File: config.mk
export PLATFORM = sky130hd
export DESIGN_NAME = drop_token_ctrl
export DESIGN_NICKNAME = d
export VERILOG_FILES = /design/src/rtl/drop_token_ctrl_pkg.sv /design/src/rtl/drop_token_ctrl_key_edge.sv /design/src/rtl/drop_token_ctrl.sv
export SDC_FILE = /design/constraint.sdc
export NUM_CORES = 1
export LEC_CHECK = 0
export BUFFER_PORTS_ARGS = -buffer_cell sky130_fd_sc_hd__buf_2
export CAP_MARGIN = 20
export CORE_MARGIN = 8
export CORE_UTILIZATION = 55
export DETAILED_ROUTE_END_ITERATION = 8
export PLACE_DENSITY = 0.76
export SLEW_MARGIN = 40
export SYNTH_ARGS = -nofsm -noshare
export SYNTH_HDL_FRONTEND = slang
export SYNTH_SLANG_ARGS = --single-unit
File: constraint.sdc
create_clock -name frame_clk -period 4.3 [get_ports frame_clk]
set_input_delay 0.86 -clock frame_clk [delete_from_list [all_inputs] [get_ports frame_clk]]
set_output_delay 0.86 -clock frame_clk [all_outputs]
set_load 0.1 [all_outputs]
File: src/rtl/drop_token_ctrl_pkg.sv
// Shared Connect Four constants, state encoding and board geometry helpers.
// Used by the token controller and by other keyboard-driven board stages.
package c4_pkg;

    localparam int NUM_COLS  = 7;
    localparam int NUM_ROWS  = 6;
    localparam int BOARD_X0  = 128;
    localparam int BOARD_Y0  = 112;
    localparam int CELL_W    = 56;
    localparam int HOVER_Y   = 40;
    localparam int FALL_STEP = 8;

    localparam logic [7:0] KEY_LEFT  = 8'h50;
    localparam logic [7:0] KEY_RIGHT = 8'h4F;
    localparam logic [7:0] KEY_DROP  = 8'h2C;

    typedef enum logic [1:0] {HOVER, FALL, LAND, DONE} state_t;

    typedef logic [2:0] col_t;
    typedef logic [2:0] row_t;
    typedef logic [9:0] pix_t;

    function automatic pix_t col_x(col_t c);
        return pix_t'(BOARD_X0) + pix_t'(c) * pix_t'(CELL_W);
    endfunction

    function automatic pix_t row_y(row_t r);
        return pix_t'(BOARD_Y0) + pix_t'(r) * pix_t'(CELL_W);
    endfunction

endpackage

File: src/rtl/drop_token_ctrl_key_edge.sv
// Keycode edge detector: one-frame left/right/drop pulses on a new, non-zero keycode.
// A held key produces a single pulse.
module key_edge
    import c4_pkg::*;
(
    input  logic       clk,
    input  logic       rst,
    input  logic [7:0] keycode,
    output logic       left,
    output logic       right,
    output logic       drop
);

    logic [7:0] prev_keycode;
    logic       press;

    always_ff @(posedge clk) begin
        if (rst) prev_keycode <= '0;
        else     prev_keycode <= keycode;
    end

    assign press = (keycode != prev_keycode) && (keycode != 8'd0);
    assign left  = press && (keycode == KEY_LEFT);
    assign right = press && (keycode == KEY_RIGHT);
    assign drop  = press && (keycode == KEY_DROP);

endmodule

File: src/rtl/drop_token_ctrl.sv
// Per-frame falling-token controller: column select, drop animation, column
// fill tracking and a one-frame placement event for the board memory.
module drop_token_ctrl
    import c4_pkg::*;
(
    input  logic       frame_clk,
    input  logic       Reset,
    input  logic [7:0] keycode,
    output logic [9:0] TokenX,
    output logic [9:0] TokenY,
    output logic       TokenPlayer,
    output logic       TokenActive,
    output logic       PlaceValid,
    output logic [2:0] PlaceCol,
    output logic [2:0] PlaceRow,
    output logic       PlacePlayer,
    output logic       BoardFull
);

    state_t                    state, state_n;
    col_t                      col, col_n;
    pix_t                      tok_y, tok_y_n, y_step;
    logic                      player, player_n;
    row_t                      target_row, target_row_n;
    pix_t                      target_y, target_y_n;
    logic [NUM_COLS-1:0][2:0]  heights, heights_n;
    logic                      all_full;
    logic                      k_left, k_right, k_drop;

    key_edge u_key_edge (
        .clk     (frame_clk),
        .rst     (Reset),
        .keycode (keycode),
        .left    (k_left),
        .right   (k_right),
        .drop    (k_drop)
    );

    always_ff @(posedge frame_clk) begin
        if (Reset) begin
            state      <= HOVER;
            col        <= col_t'(3);
            tok_y      <= pix_t'(HOVER_Y);
            player     <= 1'b0;
            target_row <= '0;
            target_y   <= '0;
            heights    <= '0;
        end else begin
            state      <= state_n;
            col        <= col_n;
            tok_y      <= tok_y_n;
            player     <= player_n;
            target_row <= target_row_n;
            target_y   <= target_y_n;
            heights    <= heights_n;
        end
    end

    always_comb begin
        state_n      = state;
        col_n        = col;
        tok_y_n      = tok_y;
        player_n     = player;
        target_row_n = target_row;
        target_y_n   = target_y;
        heights_n    = heights;
        y_step       = tok_y + pix_t'(FALL_STEP);
        case (state)
            HOVER: begin
                if (k_left && col != '0)
                    col_n = col - col_t'(1);
                else if (k_right && col != col_t'(NUM_COLS-1))
                    col_n = col + col_t'(1);
                else if (k_drop && heights[col] < row_t'(NUM_ROWS)) begin
                    target_row_n = row_t'(NUM_ROWS-1) - heights[col];
                    target_y_n   = row_y(target_row_n);
                    state_n      = FALL;
                end
            end
            // Leave FALL on the frame that lands on target_y, so the token
            // spends (target_y-HOVER_Y)/FALL_STEP frames in FALL and shows
            // target_y during the LAND frame.
            FALL: begin
                if (y_step >= target_y) begin
                    tok_y_n = target_y;
                    state_n = LAND;
                end else begin
                    tok_y_n = y_step;
                end
            end
            LAND: begin
                heights_n[col] = heights[col] + 3'd1;
                player_n       = ~player;
                tok_y_n        = pix_t'(HOVER_Y);
                state_n        = HOVER;
            end
            default: ;
        endcase
        // Checked against the post-increment heights so the last LAND goes to DONE.
        all_full = 1'b1;
        for (int c = 0; c < NUM_COLS; c++)
            if (heights_n[c] != row_t'(NUM_ROWS)) all_full = 1'b0;
        if (state == LAND && all_full) state_n = DONE;
    end

    assign TokenX      = col_x(col);
    assign TokenY      = tok_y;
    assign TokenPlayer = player;
    assign TokenActive = (state != DONE);
    assign BoardFull   = (state == DONE);
    assign PlaceValid  = (state == LAND);
    assign PlaceCol    = PlaceValid ? col        : 3'd0;
    assign PlaceRow    = PlaceValid ? target_row : 3'd0;
    assign PlacePlayer = PlaceValid ? player     : 1'b0;

endmodule
# Yosys cells after proc, flatten, opt, wreduce, memory -nomap -nowiden

Index checks and enable logic that the tools add are counted.

Output and inout bits: 31
Word-level logic and storage cells: 94
Register bits: 58
Input port bits: 10

Magnitude comparators: 4
$mul: 2
Bitwise logic cells: 3
Eq/ne operators: 20
Mux-type cells: 26
$add $sub $neg: 7
Reduce and logical (&&, ||, !) cells: 18

Operators with widths:

| kind                                                                | count |
|---|---|
| 3-bit inequality test (second input constant)                       | 12 |
| 21-bit bitwise mux                                                  | 1 |
| 21-bit 2-to-1 mux                                                   | 1 |
| 10-bit one-hot mux with 2 select lines                              | 1 |
| 3-bit 2-to-1 mux                                                    | 6 |
| 8-bit by 7-bit == test with 1-bit output (second input constant)    | 2 |
| 3-bit by 3-bit multiplier with 6-bit output (second input constant) | 2 |
| 10-bit by 4-bit adder with 10-bit output (second input constant)    | 1 |
| 7-bit by 9-bit adder with 10-bit output (first input constant)      | 1 |
| 8-bit by 9-bit adder with 10-bit output (first input constant)      | 1 |
| 10-bit greater-or-equal comparator                                  | 1 |
| 10-bit 2-to-1 mux                                                   | 1 |
| 2-bit 2-to-1 mux                                                    | 5 |
| 3-bit binary-select mux with 3-bit select                           | 1 |
| 3-bit demux with 3-bit select                                       | 1 |
| 1-bit logical AND                                                   | 9 |
| 8-bit by 6-bit == test with 1-bit output (second input constant)    | 1 |
| 1-bit 2-to-1 mux                                                    | 8 |
| 8-bit inequality test                                               | 1 |
| 8-bit nonzero test                                                  | 1 |
| 3-bit by 1-bit adder with 3-bit output (second input constant)      | 2 |
| 2-bit one-hot mux with 3 select lines                               | 1 |
| 5-bit AND reduction                                                 | 1 |
| 2-bit == test (second input constant)                               | 2 |
| 14 further kinds                                                    | 17 |

# Depth between registers and ports, before layout

Depth in word-level cells: 17
Mapped depth: 17
Gate-level depth less buffers: 13

# Hierarchy

Synthesis repeated with hierarchy kept, for this count alone.

Cell total of the unflattened synthesis: 413
Area, all modules: 3505.9 um2

By module, submodules not included:

| module          | cells each | seq. area each (um2) | times used | area each (um2) |
|---|---|---|---|---|
| drop_token_ctrl | 376        | 860.8                | 1          | 3134.3 |
| key_edge        | 37         | 160.2                | 1          | 371.6 |

# Worst setup path before layout

Ideal clock, no wire load.

Path kind: register to output
Start: register state[0]
End: output PlaceCol[1]
Buffers on the path: 2
Cell stages (with the launch flop): 6
Setup slack: 790 ps
Required time: 3440 ps
Arrival: 2650 ps
Path through: dfxtp_1 inv_1 ha_1 clkbuf_1 clkbuf_1 and2_1

Word-level cells in the longest chain between the ends: 2

RTL lines:

| what                   | line                   | source |
|---|---|---|
| from (decl)            | drop_token_ctrl.sv:20  | `state_t state, state_n;` |
| from (signal assigned) | drop_token_ctrl.sv:49  | `state <= state_n;` |
| 2-bit == test          | drop_token_ctrl.sv:111 | `assign PlaceValid = (state == LAND);` |
| via PlaceValid         | drop_token_ctrl.sv:13  | `output logic PlaceValid,` |
| 3-bit 2-to-1 mux       | drop_token_ctrl.sv:112 | `assign PlaceCol = PlaceValid ? col : 3'd0;` |
| to (decl)              | drop_token_ctrl.sv:14  | `output logic [2:0] PlaceCol,` |

The timed path passes the listed nets, and every way through them passes these cells.

# Worst setup path in the final report

Start: register col[1]
End: output TokenX[8]

Word-level cells in the longest chain between the ends: 2

RTL lines:

| what                                        | line                      | source |
|---|---|---|
| from (decl)                                 | drop_token_ctrl.sv:21     | `col_t col, col_n;` |
| from (signal assigned)                      | drop_token_ctrl.sv:42     | `col <= col_t'(3);` |
| from (signal assigned)                      | drop_token_ctrl.sv:50     | `col <= col_n;` |
| 3-bit by 3-bit multiplier with 6-bit output | drop_token_ctrl_pkg.sv:24 | `return pix_t'(BOARD_X0) + pix_t'(c) * pix_t'(CELL_W);` |
| 8-bit by 9-bit adder with 10-bit output     | drop_token_ctrl_pkg.sv:24 |  |
| to (decl)                                   | drop_token_ctrl.sv:9      | `output logic [9:0] TokenX,` |

No other way between the ends.

==> flow_summary.ini <==
[outcome]
outcome = finished, final reports clean

[timing]
setup_viol = 0
fin_setup_tns_ns = 0
fmax_mhz = 258
finClkSkew_ns = 0.00783
period_needed_ns = 3.88
rsz0062_at_grt = false
slew_headroom_pct = 51.4
worst_pin_slew_ns = 0.728
hold_viol_final = 0
slew_violations = 0
post-route-period-util_pct = 90.3

[floorplanning]
io_pins = 41
rows = 29
fp.dieW_um = 95.6
die_area_um2 = 9150
coreArea_um2 = 6240
die_y_um = 95.6
initial_utilization_pct = 55.9

[global_routing]
grt_antenna_before_repair = 0
grt_use_met1_pct = 21.4
overflow = 0
use_met3_pct = 3.78
grt_pass1_wl_mm = 13.2
grt_pass1_vias = 2845
grt_usage_pct = 18.0
busiest_layer = met2
grt_max_degree = 52
met2_usage_pct = 30.7

[logic_synthesis]
yosys_warnings = 0
postSynthCellCount = 413
async_reset_ff_share_pct = 0
synth_edf_count = 0
synth_seq_area_share_pct = 29.3
synth.area.top_cells = dfxtp_1 29%, ha_1 11%, nor2_1 6.2%
synthDistinctLibCells = 60
synth_top_area_share_pct = 29.3
synth_top_cell_by_area = dfxtp_1
syn-mean-instance-area_um2 = 8.45
synth_seq_cells = 51
synth_ff_type = dfxtp_1
syn_area_um2 = 3490

[worst_hold_path]
hp-class = flop to flop

[final_layout]
syn2layout_area_growth_pct = 7.32
layout_commonest_cell = nor2_1
final_nets = 480
antenna_cells = 0
layout_common_cells = 58 x nor2_1, 51 x dfxtp_1, 34 x buf_2, 32 x ha_1, 24 x a211oi_1
layout-drive-gt1-share_pct = 13.3
multi_input_area_um2 = 2230
nFillCells = 577
regArea_um2 = 1020

[clock_tree]
tritoncts = yes
post-cts-setup-buffer-count = 0
root_buffer = clkbuf_8
clk_pin_slew_ns = 0.09
cts_max_path_buffers = 2
cts-resized-gates = 0
hold_buffers = 0
clk_latency_ns = 0.31
h-tree-depth = 2
cts.sinks = 51
cts_buffers = 5

[route]
avgRoutedWirePerCell_um = 15.1
vias = 2898
viasPerCell = 5.66
totalWireLength_mm = 7.74
drt_iter0_drc = 189
ant_nets = 0
dr.pass1.iters = 4
drc = 0

[place]
io_buffers = 34
hpwl_mm = 5.79
gp_congestion = 0.921

[setup_path]
cp_max_fo = 19
worstPathArrival_ns = 3.02
required_ns = 3.44
path_class = flop to output pin
start_kind = flop
cp-end-kind = output pin

[power_and_ir_drop]
power_density_nw_per_um2 = 548
pwr-share-clk_pct = 14.7
seq_power_share_pct = 27.9
p_leak_nw = 1.61
p_sw_share_pct = 49.1
p_switching_mw = 1.01
internal-power_mw = 1.04
p_total_mw = 2.05
ir_worst_vdd_mv = 0.717
combPwrFrac_pct = 57.5

[run]
cap_violations = 0
-- power groups by stage --
stage | clock network (mW) | registers, mW | logic (mW)
final | 0.301 | 0.572 | 1.18
after floorplan | 0 | 0.771 | 0.804
after detailed placement | 0 | 0.583 | 1.18
after global routing | 0.322 | 0.582 | 1.30
after CTS | 0.312 | 0.572 | 1.18
after global placement | 0 | 0.581 | 1.14
-- metrics by stage --
stage          instances  hold slack [ns]  utilization, %  worst slack [ns]  area (µm²)
2_1_floorplan        418            0.450               -             0.790        3510
3_3_place_gp         503            0.485            58.3             0.655        3640
3_5_place_dp         504            0.485            58.4             0.494        3640
4_1_cts              512            0.508            60.0             0.363        3740
5_1_grt              512            0.535            60.0            0.0976        3740
6_report             512            0.503            60.0             0.418        3740
-- cell usage after synthesis (all sizes together), types with 2 or more instances --
library cell  count
o22ai             3
a21oi            17
xnor2            21
o21ai            11
fa                4
and2             12
inv              24
clkbuf           18
mux2i            17
dfxtp            51
nor4              2
o211ai            5
nor2b            16
nand3             8
a211oi           25
nor3              2
a22oi             6
nand3b            3
a21o              5
buf              12
ha               32
and3              6
nor2             59
a221oi            4
nand4             6
or3               2
a31oi             3
nand2            18
xor2              2
nand2b            3
-- kinds of logic (layout without fill, tap and decap cells) --
group           count (synthesis)  in the layout  synth area share (%)
simple gates                  141            141                  20.1
other cells                     1              6                 0.108
flops                          51             51                  29.3
mux                            17             17                  4.88
buf+inv                        54             71                  7.39
xor+xnor                       23             23                  5.99
compound gates                 90             90                  18.5
fa+ha+maj                      36             36                  13.8
-- metal layers --
layer  vias up  part of all wire, %
met5         -                    0
met2        77                   49
li1       1462                    -
met4         0                  1.7
met3        13                  6.5
met1      1346                   43
-- registers in the layout, summed over array words and instances, names as in the netlist --
| register | cells |
|---|---|
| heights | 21 |
| u_key_edge.prev_keycode | 8 |
| TokenY | 7 |
| target_y | 6 |
| col | 3 |
| target_row | 3 |
| state | 2 |
| TokenPlayer | 1 |
-- worst max-delay path: stages (launching register included) --
cell and delay (ns):
dfxtp_1 0.80, inv_1 0.21, ha_1 0.36, inv_1 0.06, fa_1 0.43, xnor2_1 0.16, ha_1 0.28, buf_2 0.41
-- area by class of cell --
class / count / share of cell area (%)
repair buffers: 39 / 5.55
flip-flops and latches: 51 / 27.3
well taps: 77 / 2.57
multi-input cells: 313 / 59.5
inverters: 24 / 2.41
clock buffers: 8 / 2.67
-- final timing paths --
| path | from | to | slack, ns | depth (start not counted) |
|---|---|---|---|---|
| max | col[1]$_SDFFE_PP1P_ | TokenX[8] | 0.42 | 7 |
| min | target_y[7]$_SDFFE_PP0P_ | target_y[7]$_SDFFE_PP0P_ | 0.50 | 2 |
| max reg2reg | col[1]$_SDFFE_PP1P_ | target_y[7]$_SDFFE_PP0P_ | 0.49 | 11 |
| min reg2reg | target_y[7]$_SDFFE_PP0P_ | target_y[7]$_SDFFE_PP0P_ | 0.50 | 2 |
(Power assumes the default switching activity.)
